## src/rtl/bram_acc_pkg.sv

```systemverilog
// Shared state encoding and mode constants for the BRAM accumulator engine.
package bram_acc_pkg;

  typedef enum logic [1:0] {
    StIdle  = 2'd0,
    StRun   = 2'd1,
    StDrain = 2'd2,
    StDone  = 2'd3
  } state_e;

  localparam logic [1:0] MODE_RSUM = 2'd0;
  localparam logic [1:0] MODE_FSUM = 2'd1;
  localparam logic [1:0] MODE_RMAX = 2'd2;

endpackage

```

## src/rtl/acc_lane.sv

```systemverilog
// One accumulator lane: running sum (wrap or saturate) or running max, with clear.
module acc_lane #(
  parameter int unsigned IN_DW  = 8,
  parameter int unsigned ACC_DW = 16
) (
  input  logic              clk,
  input  logic              reset_n,
  input  logic              clear_i,
  input  logic              en_i,
  input  logic              is_max_i,
  input  logic              sat_i,
  input  logic [IN_DW-1:0]  din_i,
  output logic [ACC_DW-1:0] upd_o
);

  logic [ACC_DW-1:0] acc_q;
  logic [ACC_DW-1:0] din_ext;
  logic [ACC_DW:0]   sum;

  assign din_ext = ACC_DW'(din_i);
  assign sum     = {1'b0, acc_q} + {1'b0, din_ext};

  // upd_o is the value acc_q takes on an enabled cycle; the top also captures it for bram1.
  always_comb begin
    upd_o = sum[ACC_DW-1:0];
    if (is_max_i) begin
      upd_o = (din_ext > acc_q) ? din_ext : acc_q;
    end else if (sat_i && sum[ACC_DW]) begin
      upd_o = '1;
    end
  end

  always_ff @(posedge clk or negedge reset_n) begin
    if (!reset_n) begin
      acc_q <= '0;
    end else if (clear_i) begin
      acc_q <= '0;
    end else if (en_i) begin
      acc_q <= upd_o;
    end
  end

endmodule

```

## src/rtl/bram_acc_engine.sv

```systemverilog
// Streams N rows from bram0, reduces each lane (sum/max), writes results to bram1.
module bram_acc_engine
  import bram_acc_pkg::*;
#(
  parameter int unsigned NUM_LANE = 4,
  parameter int unsigned IN_DW    = 8,
  parameter int unsigned ACC_DW   = 16,
  parameter int unsigned AWIDTH   = 8,
  parameter int unsigned CNT_BIT  = 31
) (
  input  logic                       clk,
  input  logic                       reset_n,
  input  logic                       start_run_i,
  input  logic [CNT_BIT-1:0]         run_count_i,
  input  logic [1:0]                 mode_i,
  input  logic                       sat_i,
  input  logic [AWIDTH-1:0]          src_base_i,
  input  logic [AWIDTH-1:0]          dst_base_i,
  input  logic [NUM_LANE*IN_DW-1:0]  q_b0_i,
  input  logic [NUM_LANE*ACC_DW-1:0] q_b1_i,
  output logic                       idle_o,
  output logic                       read_o,
  output logic                       write_o,
  output logic                       done_o,
  output logic [AWIDTH-1:0]          addr_b0_o,
  output logic                       ce_b0_o,
  output logic                       we_b0_o,
  output logic [NUM_LANE*IN_DW-1:0]  d_b0_o,
  output logic [AWIDTH-1:0]          addr_b1_o,
  output logic                       ce_b1_o,
  output logic                       we_b1_o,
  output logic [NUM_LANE*ACC_DW-1:0] d_b1_o
);

  state_e                     state_q, state_d;
  logic [CNT_BIT-1:0]         n_q, row_q;
  logic [1:0]                 mode_q;
  logic                       sat_q;
  logic [AWIDTH-1:0]          src_q, dst_q;
  logic                       drain_q;
  logic                       v1_q, l1_q;
  logic [AWIDTH-1:0]          idx1_q;
  logic                       wr_q;
  logic [AWIDTH-1:0]          waddr_q;
  logic [NUM_LANE*ACC_DW-1:0] wdata_q;
  logic [NUM_LANE*ACC_DW-1:0] upd_all;

  logic start_acc, last_row, is_final, is_max, wr_next;
  logic unused_q_b1;

  assign unused_q_b1 = ^q_b1_i;
  assign start_acc   = (state_q == StIdle) && start_run_i;
  assign last_row    = (row_q == n_q - CNT_BIT'(1));
  assign is_final    = (mode_q == MODE_FSUM);
  assign is_max      = (mode_q == MODE_RMAX);
  // v1_q marks the cycle bram0 data is valid; the write lands one cycle later.
  assign wr_next     = v1_q && (!is_final || l1_q);

  always_comb begin
    state_d = state_q;
    unique case (state_q)
      StIdle:  if (start_run_i) state_d = (run_count_i == '0) ? StDone : StRun;
      StRun:   if (last_row) state_d = StDrain;
      StDrain: if (drain_q) state_d = StDone;
      StDone:  state_d = StIdle;
      default: state_d = StIdle;
    endcase
  end

  always_ff @(posedge clk or negedge reset_n) begin
    if (!reset_n) begin
      state_q <= StIdle;
      n_q     <= '0;
      row_q   <= '0;
      mode_q  <= '0;
      sat_q   <= 1'b0;
      src_q   <= '0;
      dst_q   <= '0;
      drain_q <= 1'b0;
      v1_q    <= 1'b0;
      l1_q    <= 1'b0;
      idx1_q  <= '0;
      wr_q    <= 1'b0;
      waddr_q <= '0;
      wdata_q <= '0;
    end else begin
      state_q <= state_d;
      if (start_acc) begin
        n_q    <= run_count_i;
        mode_q <= mode_i;
        sat_q  <= sat_i;
        src_q  <= src_base_i;
        dst_q  <= dst_base_i;
        row_q  <= '0;
      end else if (state_q == StRun) begin
        row_q <= row_q + CNT_BIT'(1);
      end
      drain_q <= (state_q == StDrain) && !drain_q;
      v1_q    <= (state_q == StRun);
      l1_q    <= (state_q == StRun) && last_row;
      idx1_q  <= AWIDTH'(row_q);
      wr_q    <= wr_next;
      if (wr_next) begin
        waddr_q <= is_final ? dst_q : dst_q + idx1_q;
        wdata_q <= upd_all;
      end
    end
  end

  for (genvar g = 0; g < NUM_LANE; g++) begin : g_lane
    acc_lane #(
      .IN_DW  (IN_DW),
      .ACC_DW (ACC_DW)
    ) u_lane (
      .clk      (clk),
      .reset_n  (reset_n),
      .clear_i  (start_acc),
      .en_i     (v1_q),
      .is_max_i (is_max),
      .sat_i    (sat_q),
      .din_i    (q_b0_i[g*IN_DW +: IN_DW]),
      .upd_o    (upd_all[g*ACC_DW +: ACC_DW])
    );
  end

  assign idle_o    = (state_q == StIdle);
  assign read_o    = (state_q == StRun);
  assign done_o    = (state_q == StDone);
  assign ce_b0_o   = read_o;
  assign addr_b0_o = src_q + AWIDTH'(row_q);
  assign we_b0_o   = 1'b0;
  assign d_b0_o    = '0;
  assign ce_b1_o   = wr_q;
  assign we_b1_o   = wr_q;
  assign write_o   = wr_q;
  assign addr_b1_o = waddr_q;
  assign d_b1_o    = wdata_q;

endmodule

```

## config.mk

```make
export PLATFORM = sky130hd
export DESIGN_NAME = bram_acc_engine
export DESIGN_NICKNAME = d
export VERILOG_FILES = /design/src/rtl/bram_acc_pkg.sv /design/src/rtl/acc_lane.sv /design/src/rtl/bram_acc_engine.sv
export SDC_FILE = /design/constraint.sdc
export NUM_CORES = 1
export LEC_CHECK = 0
export BUFFER_PORTS_ARGS = -buffer_cell sky130_fd_sc_hd__buf_2
export CAP_MARGIN = 15
export CORE_MARGIN = 5
export CORE_UTILIZATION = 42
export CTS_CLUSTER_SIZE = 16
export DETAILED_ROUTE_END_ITERATION = 8
export GPL_TIMING_DRIVEN = 0
export MAX_ROUTING_LAYER = met4
export PLACE_DENSITY_LB_ADDON = 0.3
export SLEW_MARGIN = 20
export SYNTH_ARGS = -nofsm -noshare
export SYNTH_HDL_FRONTEND = slang
export SYNTH_SLANG_ARGS = --single-unit
```

## constraint.sdc

```tcl
create_clock -name clk -period 3 [get_ports clk]
set_clock_uncertainty 0.15 [all_clocks]
set_input_delay 0.3 -clock clk [delete_from_list [all_inputs] [get_ports clk]]
set_output_delay 0.3 -clock clk [all_outputs]
set_load 0.02 [all_outputs]
```

**After elaboration in Yosys (flattened, before gate mapping)**

Index checks and enable logic that the tools add are counted.

- Flip-flop bits (word level): 231
- Input port bits: 149
- Output and inout bits: 120
- Logic and storage cells: 83

- $add $sub $neg: 8
- $lt $le $gt $ge: 4
- Eq/ne operators: 9
- Mux-type cells: 28
- Reductions and logical operators: 16

Operators by type and width:

| operator | count |
|---|---|
| two-way mux 16 bit | 20 |
| adder 16 x 8 -> 17 bit | 4 |
| > comparator 8 x 16 -> 1 bit | 4 |
| two-way mux 31 bit | 2 |
| adder 31 x 1 -> 31 bit, second input constant | 1 |
| == test 31 bit | 1 |
| logical NOT 31 bit | 1 |
| subtractor 31 x 1 -> 31 bit, second input constant | 1 |
| adder 8 bit | 2 |
| logical AND 1 bit | 8 |
| two-way mux 2 bit | 4 |
| two-way mux 8 bit | 1 |
| case mux 2 bit (4 select lines) | 1 |
| == test 2 bit, second input constant | 3 |
| == test 2 x 1 -> 1 bit, second input constant | 2 |
| inequality test 2 bit, second input constant | 2 |
| nonzero test 2 bit | 2 |
| AND reduction 3 bit | 1 |
| logical NOT 1 bit | 2 |
| logical NOT 2 bit | 1 |
| inequality test 2 x 1 -> 1 bit, second input constant | 1 |
| logical OR 1 bit | 1 |

**Logic depth before layout (Yosys ltp)**

Gate-level depths: netlist of run 1.

- Depth in word-level cells: 6
- Mapped depth: 13

**Modules after synthesis**

From an unflattened synthesis of run 1, not the netlist that was laid out.

- Cell total of the unflattened synthesis: 1,874
- Area total of the unflattened synthesis: 15,925.3 um2

Modules (own cells, without submodules):

| module | times used | cells each | area each (um2) | seq. area each (um2) |
|---|---|---|---|---|
| bram_acc_engine | 1 | 987 | 8,595.7 | 4,179.0 |
| acc_lane at g_lane[1].u_lane ... | 2 | 216 | 1,798.0 | 400.4 |
| acc_lane at g_lane[0].u_lane | 1 | 227 | 1,870.5 | 400.4 |
| acc_lane at g_lane[2].u_lane | 1 | 228 | 1,863.0 | 400.4 |

**Worst setup path after synthesis of run 1**

No wires, ideal clock.

- Path kind: reg2reg
- Start point: register state_q[1]
- End point: register row_q[29]
- Setup time: 78 ps
- Arrival: 2,851 ps
- Setup slack: -79 ps
- Cell stages (with the launch flop): 11
- Path buffers: 1
- Clock period less this slack: 3,079 ps
- Cell sequence: dfrtp_1 -> inv_1 -> ha_1 -> clkbuf_1 -> nand4_1 -> nor4_1 -> nand2_1 -> nor2_1 -> nand4_1 -> or3_1 -> a21oi_1

- Elaborated cells on any way between the ends: 5
- Those cells by class: eq/ne (1); mux (1); reduce/logical (3)

RTL lines:

| item | RTL line | RTL |
|---|---|---|
| start, declared | bram_acc_engine.sv:35 | `state_e state_q, state_d;` |
| start signal, assigned | bram_acc_engine.sv:72 | `state_q <= StIdle;` |
| start signal, assigned | bram_acc_engine.sv:87 | `state_q <= state_d;` |
| == test 2 x 1 -> 1 bit | - |  |
| via ce_b0_o | bram_acc_engine.sv:26 | `output logic ce_b0_o,` |
| nonzero test 2 bit (no line) | - |  |
| end signal, assigned | bram_acc_engine.sv:96 | `row_q <= row_q + CNT_BIT'(1);` |
| end, declared | bram_acc_engine.sv:36 | `logic [CNT_BIT-1:0] n_q, row_q;` |

The timed path passes the listed nets, and every way through them passes these cells.
A chain may end at the register's enable or synchronous reset.

**Final worst setup path of run 1**

- Start point: register n_q[7]
- End point: register state_q[1]

- Word-level cells in the longest chain between the ends: 4

Ends and longest elaborated chain:

| item | RTL line | RTL |
|---|---|---|
| start, declared | bram_acc_engine.sv:36 |  |
| start signal, assigned | bram_acc_engine.sv:89 | `n_q <= run_count_i;` |
| subtractor 31 x 1 -> 31 bit | bram_acc_engine.sv:53 | `assign last_row = (row_q == n_q - CNT_BIT'(1));` |
| == test 31 bit | bram_acc_engine.sv:53 |  |
| inequality test 2 x 1 -> 1 bit (no line) | - |  |
| AND reduction 3 bit (no line) | - |  |

Every way passes these cells.

==> results.tsv, run 1 <==
stage	metric	value	unit
power	vdd_ir_drop_max	0.000721	V
critical_path	endpoint_kind	flip-flop	
placement	dp_hpwl	32900	um
critical_path	timing.rr.start	n_q[7]	
critical_path	cp_data_required_time	3280	ps
route	dr_wl_met2	21700	um
placement	port_buffers	171	
route	via_count	13400	
yosys	postSynth.asyncResetShare	100	%
global_routing	grt_first_pass_wirelength	70400	um
yosys	synth_seq_cells	231	
clocking	insertion_delay	560	ps
critical_path	regToRegSetupSlack	-260	ps
critical_path	crit_top_cell	nand4b_1	
sta	fmax	307	MHz
floorplanning	dieWidth	196	um
outcome	status	finished, violations left	
critical_path	slowest_delay	450	ps
route	antenna_left	0	
route	wl_per_cell	18.1	um
critical_path	cp_cell_sequence	nor4_4 -> nand4b_1 -> nor3_2 -> xor2_1 -> a211o_1 -> a2111oi_4 -> nand4b_1 -> buf_6 -> a221oi_4 -> mux2_4	
placement	dp_slack	-790	ps
floorplanning	io_pins	269	
critical_path	reg2reg_depth	10	
yosys	synth_area_per_cell	8.62	um^2
power	power.total	18.1	mW
critical_path	crit_arrival	3540	ps
job	cap_violations	0	
critical_path	critPathMaxFanout	5	
final_layout	final_cell_mix	nand2_1 (268), dfrtp_1 (227), buf_2 (171), o21ai_0 (143), nor2_1 (97)	
final_layout	diodes	0	
floorplanning	die_y	196	um
route	met3_length	2840	um
clocking	cts_tree	done	
critical_path	path_class	reg2reg	
route	top_layer	met4	
yosys	yosysWarnings	0	
clocking	clockBufferDepth	3	
global_routing	grt_pass1_vias	13000	
global_routing	grt_max_degree	86	
sta	rsz0062_at_grt	yes	
route	drt-met1-wl	19300	um
critical_path	crit_path_top_delay_cell	nor4_4	
sta	slew_headroom	31.1	%
power	power.density	980	nW/um^2
min_path	hp-class	in2reg	
yosys	synthCells	1693	
route	dr.pass1.iters	5	
min_path	hold_depth	5	
yosys	synth_ff_type	dfrtp_1	
clocking	htreeDepth	1	
route	drc	0	
power	p_leak	8.81	nW
floorplanning	rows	68	
min_path	min_from	q_b0_i[20]	
sta	hold_violations	0	
sta	maxSlewViolCount	0	
clocking	clk_root_buffer_cell	clkbuf_16	
yosys	synth.yosys.seq_area_share	39.6	%
floorplanning	core-area	34500	um^2
clocking	cts_made_buffers	28	
clocking	path_clk_slew	60	ps
sta	setup_viol	2	
clocking	cts.sinks	231	
final_layout	final_common_cell	nand2_1	
route	viasPerCell	5.39	
sta	setup_slack	-257	ps
global_routing	grt_antenna_before_repair	0	
global_routing	grt_use_total	23.1	%
floorplanning	die_area	38600	um^2
yosys	synth_edf_count	0	
critical_path	start_kind	flip-flop	
final_layout	drive_gt1_share	20.9	%
sta	worst_pin_slew	1030	ps
yosys	syn_area	14600	um^2
sta	fin_tns_setup	-497	ps
placement	globalplace.congestion	0.928	
route	first_iter_violations	728	
critical_path	r2r-end	state_q[1]	
sta	period_minus_slack	3260	ps
final_layout	nets	2258	
yosys	synth.distinct_cells	74	
final_layout	syn2layout_area_growth	26.6	%
floorplanning	start_util	42.4	%
outcome	violations	setup timing	
min_path	hold-path-endpoint	d_b1_o[36]	
route	drt_wl_total	45200	um
sta	finalCritPeriodShare	109	%
global_routing	grt.overflow.total	0	
sequential cells by signal, summed over array words and instances, names as in the netlist:
register,count
drain_q,1
addr_b1_o,8
idx1_q,8
row_q,31
ce_b1_o,1
v1_q,1
sat_q,1
d_b1_o,64
l1_q,1
g_lane.u_lane.acc_q,64
n_q,31
state_q,2
src_q,8
mode_q,2
dst_q,8
worst max-delay path: cells and delay by family (launching register included):
family          cells  cell delay, ps
mux                 1             330
flops               1             430
compound gates      3             910
xor+xnor            1             110
simple gates        4            1060
buf+inv             1             150
kinds of logic after synthesis:
logic type	after synthesis	share of synthesized area, %
AND/OR/NAND/NOR	646	21.5
AO/OA/AOI/OAI	367	15.1
flip-flops	231	39.6
buffers and inverters	211	6.37
XOR/XNOR	94	5.64
adder cells (fa/ha/maj)	90	8.02
multiplexers	53	3.78
other	1	0.0257
power by group:
part	switching [mW]	internal [mW]	total [mW]
Combinational	5.84	3.70	9.54
Clock	1.41	2.20	3.62
Sequential	0.865	4.10	4.96
Total	8.11	10.0	18.1
through the flow:
| stage | hold slack (ps) | instances | instance area (um^2) | utilization (%) |
|---|---|---|---|---|
| finish | 64.9 | 2496 | 18500 | 53.6 |
| global route | 80.6 | 2496 | 18500 | 53.6 |
| CTS | 51.9 | 2474 | 18100 | 52.4 |
| detailed placement | 132 | 2353 | 16200 | 47.0 |
| global placement | 207 | 2351 | 16100 | 46.9 |
| floorplan | -146 | 1725 | 14700 | - |
repair_timing:
action / in CTS / in global routing
pin swaps: 11 / 36
endpoints found under the hold margin: 114 / 0
hold buffers: 51 / 0
resized for setup: 58 / 83
buffers inserted: 19 / 25
gates cloned: 0 / 1
endpoints found under the setup margin: 139 / 157
worst max-delay path by stage:
stage                                     end  depth (start not counted)  slack, ps        from
detailed placement  g_lane[2].u_lane.acc_q[4]                         14       -790  q_b0_i[16]
global route                       state_q[0]                         11       -370      n_q[7]
global placement                      n_q[23]                          1      -2680     reset_n
floorplan                          state_q[1]                         11         10      n_q[0]
finish                             state_q[1]                         10       -260      n_q[7]
CTS                                state_q[1]                         12       -260      n_q[0]
cell usage after synthesis (6+ instances only):
library cell	n	area (um^2)
a211oi_1	13	97.6
a22o_1	9	78.8
nor2b_1	17	106
nand3b_1	8	60.1
nor2_1	100	375
a21oi_1	80	400
xnor2_1	63	552
o21bai_1	11	82.6
nor4_1	18	113
or4_1	7	52.6
and3_1	22	138
o21ai_0	167	836
ha_1	84	1050
a21o_1	12	90.1
nand2b_1	14	87.6
nor3_1	33	165
a31oi_1	13	81.3
clkbuf_1	73	274
a311oi_1	9	78.8
or3_1	37	231
and2_1	15	93.8
nand3_1	54	270
fa_1	6	120
dfrtp_1	231	5780
mux2i_1	36	360
xor2_1	31	272
mux2_2	16	180
nand2_1	271	1020
buf_4	36	270
nand4_1	24	150
inv_1	97	364
o22ai_1	8	50.1
metal layers:
layer	track usage [%]	up-vias
li1	-	6475
met2	38.2	424
met5	-	-
met4	6.46	0
met1	29.4	6456
met3	4.26	92
area by class of cell:
cell class	instances	area (um^2)
fillers	3218	16000
multi-input cells	1283	8390
flip-flops and latches	231	5790
repair buffers	269	1790
clock buffers	34	785
plain buffers	109	588
well taps	455	569
inverters	97	364
clock inverters	18	208
(Power assumes the default switching activity.)
==> run 2, diff against run 1 <==
==> constraint.sdc (replaced) <==
create_clock -name clk -period 3.09 [get_ports clk]
set_clock_uncertainty 0.15 [all_clocks]
set_input_delay 0.309 -clock clk [delete_from_list [all_inputs] [get_ports clk]]
set_output_delay 0.309 -clock clk [all_outputs]
set_load 0.02 [all_outputs]
==> run 2 against run 1 <==
The run still ends with setup timing left. First-iteration DRC count up 18%. Final area decreased by 1.4%. Register-to-register slack better by 110 ps.
==> results.tsv, run 2 (synthesis gave the netlist of run 1 again) <==
stage	metric	value	unit	change
placement	dp_hpwl	32600	um	-0.77%
floorplanning	core-area	34500	um^2	unchanged
sta	fmax	309	MHz	+0.71%
clocking	clk_root_buffer_cell	clkbuf_16		
sta	setup_slack	-144	ps	+113 ps
floorplanning	die_area	38600	um^2	unchanged
sta	slew_headroom	37.1	%	+6.0 points
clocking	cts_made_buffers	27		-3.6%
final_layout	final_common_cell	nand2_1		
clocking	cts.sinks	231		unchanged
final_layout	syn2layout_area_growth	24.8	%	
power	power.density	945	nW/um^2	-3.6%
final_layout	diodes	0		unchanged
final_layout	fill_cells	3206		-0.37%
global_routing	grt_antenna_before_repair	0		unchanged
floorplanning	rows	68		unchanged
floorplanning	die_y	196	um	unchanged
job	cap_violations	0		unchanged
final_layout	drive_gt1_share	19.0	%	-1.9 points
critical_path	reg2reg_depth	13		+3
global_routing	grt_use_total	23.2	%	about the same
route	via_count	13500		+0.10%
critical_path	path_class	reg2reg		
critical_path	critPathMaxFanout	3		-2
clocking	htreeDepth	1		unchanged
outcome	status	finished, violations left		
power	vdd_ir_drop_max	0.000613	V	-15%
route	drt_wl_total	45100	um	-0.37%
global_routing	grt.overflow.total	0		unchanged
power	power.total	17.2	mW	-5.0%
sta	worst_pin_slew	943	ps	-90.4 ps
min_path	hp-class	in2reg		
route	drc	0		unchanged
final_layout	seq_area	5780	um^2	about the same
power	p_leak	8.69	nW	-1.3%
sta	finalCritPeriodShare	105	%	-3.9 points
critical_path	endpoint_kind	flip-flop		
route	viasPerCell	5.43		+0.83%
floorplanning	dieWidth	196	um	unchanged
floorplanning	io_pins	269		unchanged
sta	hold_violations	0		unchanged
global_routing	grt_max_degree	97		+13%
clocking	path_clk_slew	60	ps	about the same
route	dr.pass1.iters	5		unchanged
clocking	clockBufferDepth	3		unchanged
critical_path	start_kind	flip-flop		
outcome	violations	setup timing		
clocking	cts_tree	done		
sta	rsz0062_at_grt	yes		
route	antenna_left	0		unchanged
final_layout	final_cell_mix	nand2_1 (269), dfrtp_1 (229), buf_2 (172), o21ai_0 (155), nor2_1 (98)		
placement	port_buffers	171		unchanged
route	wl_per_cell	18.2	um	+0.35%
global_routing	grt_first_pass_wirelength	70800	um	+0.62%
sta	maxSlewViolCount	0		unchanged
sta	setup_viol	2		unchanged
placement	dp_slack	-644	ps	+146 ps
final_layout	multi_input_area	8310	um^2	-0.85%
final_layout	nets	2244		-0.62%
min_path	hold_depth	5		unchanged
placement	globalplace.congestion	0.925		-0.39%
clocking	insertion_delay	540	ps	-20 ps
sta	period_minus_slack	3230	ps	-22.9 ps
critical_path	cp_data_required_time	3350	ps	+70 ps
global_routing	grt_pass1_vias	13400		+2.9%
critical_path	crit_arrival	3500	ps	-40 ps
floorplanning	start_util	42.4	%	unchanged
route	first_iter_violations	859		+18%
-- run 2: cell types whose count changed in the layout (fill, tap and decap cells not counted), moves of 4 or more --
cell | previous run | this run
buf_4 | 79 | 63
o21ai_1 | 20 | 7
o21ai_0 | 143 | 155
clkbuf_1 | 55 | 64
clkinvlp_4 | 7 | 0
clkbuf_8 | 5 | 10
clkinv_2 | 7 | 3
-- run 2: area by class of cell --
cell class | count | share of cell area [%]
multi-input combinational | 1283 | 45.6
sequential | 231 | 31.8
timing repair buffer | 254 | 9.16
clock buffer | 41 | 4.55
buffer | 111 | 3.19
tap | 455 | 3.13
inverter | 97 | 2.00
clock inverter | 6 | 0.577
-- run 2: worst max-delay path, cell delays in order (launching register included) --
cell and delay, ps:
dfrtp_1 400, inv_2 90, ha_4 140, nor3b_4 230
buf_6 140, nand4b_1 180, nor3_2 190, xor2_1 110
a211o_1 270, a2111oi_4 310, nand4b_1 160, buf_6 160
a221oi_4 260, mux2_4 330
-- run 2: per-layer routing --
metal / track usage, % / up-vias / wire (um)
met5: - / - / 0
met4: 6.90 / 0 / 1370
met3: 3.56 / 83 / 3080
met2: 38.8 / 472 / 21800
met1: 29.2 / 6459 / 18800
li1: - / 6447 / -
-- run 2: worst paths after layout --
path | start | endpoint | slack (ps)
setup / recovery | n_q[1] | state_q[1] | -140
hold / removal | q_b0_i[22] | d_b1_o[38] | 80
setup reg to reg | n_q[1] | state_q[1] | -140
hold reg to reg | row_q[7] | idx1_q[7] | 220
max in group asynchronous | reset_n | d_b1_o[25] | 1760
min in group asynchronous | reset_n | d_b1_o[35] | 140
-- run 2: what timing repair did --
| action | CTS | global route |
|---|---|---|
| resized for setup | 39 | 68 |
| cloned | 0 | 0 |
| pin swaps | 6 | 18 |
| endpoints found under the setup margin | 119 | 126 |
| endpoints found under the hold margin | 108 | 0 |
| setup buffers | 15 | 15 |
| hold buffers | 51 | 0 |
-- run 2: stage by stage --
step                std cells  hold WS [ps]  instance area [um^2]  TNS (ps)  util, %
CTS                      2464          63.0                 17900      -230     51.9
global route             2478           117                 18200      -709     52.9
global placement         2351           209                 16100   -620890     46.8
floorplan                1725          -137                 14700         0        -
finish                   2478          85.0                 18200      -260     52.9
detailed placement       2353           133                 16200    -30200     47.0
-- run 2: power by group --
group | total [mW] | switching, mW | internal, mW
sequential | 4.81 | 0.834 | 3.98
clock | 3.36 | 1.28 | 2.08
combinational | 9.05 | 5.60 | 3.44
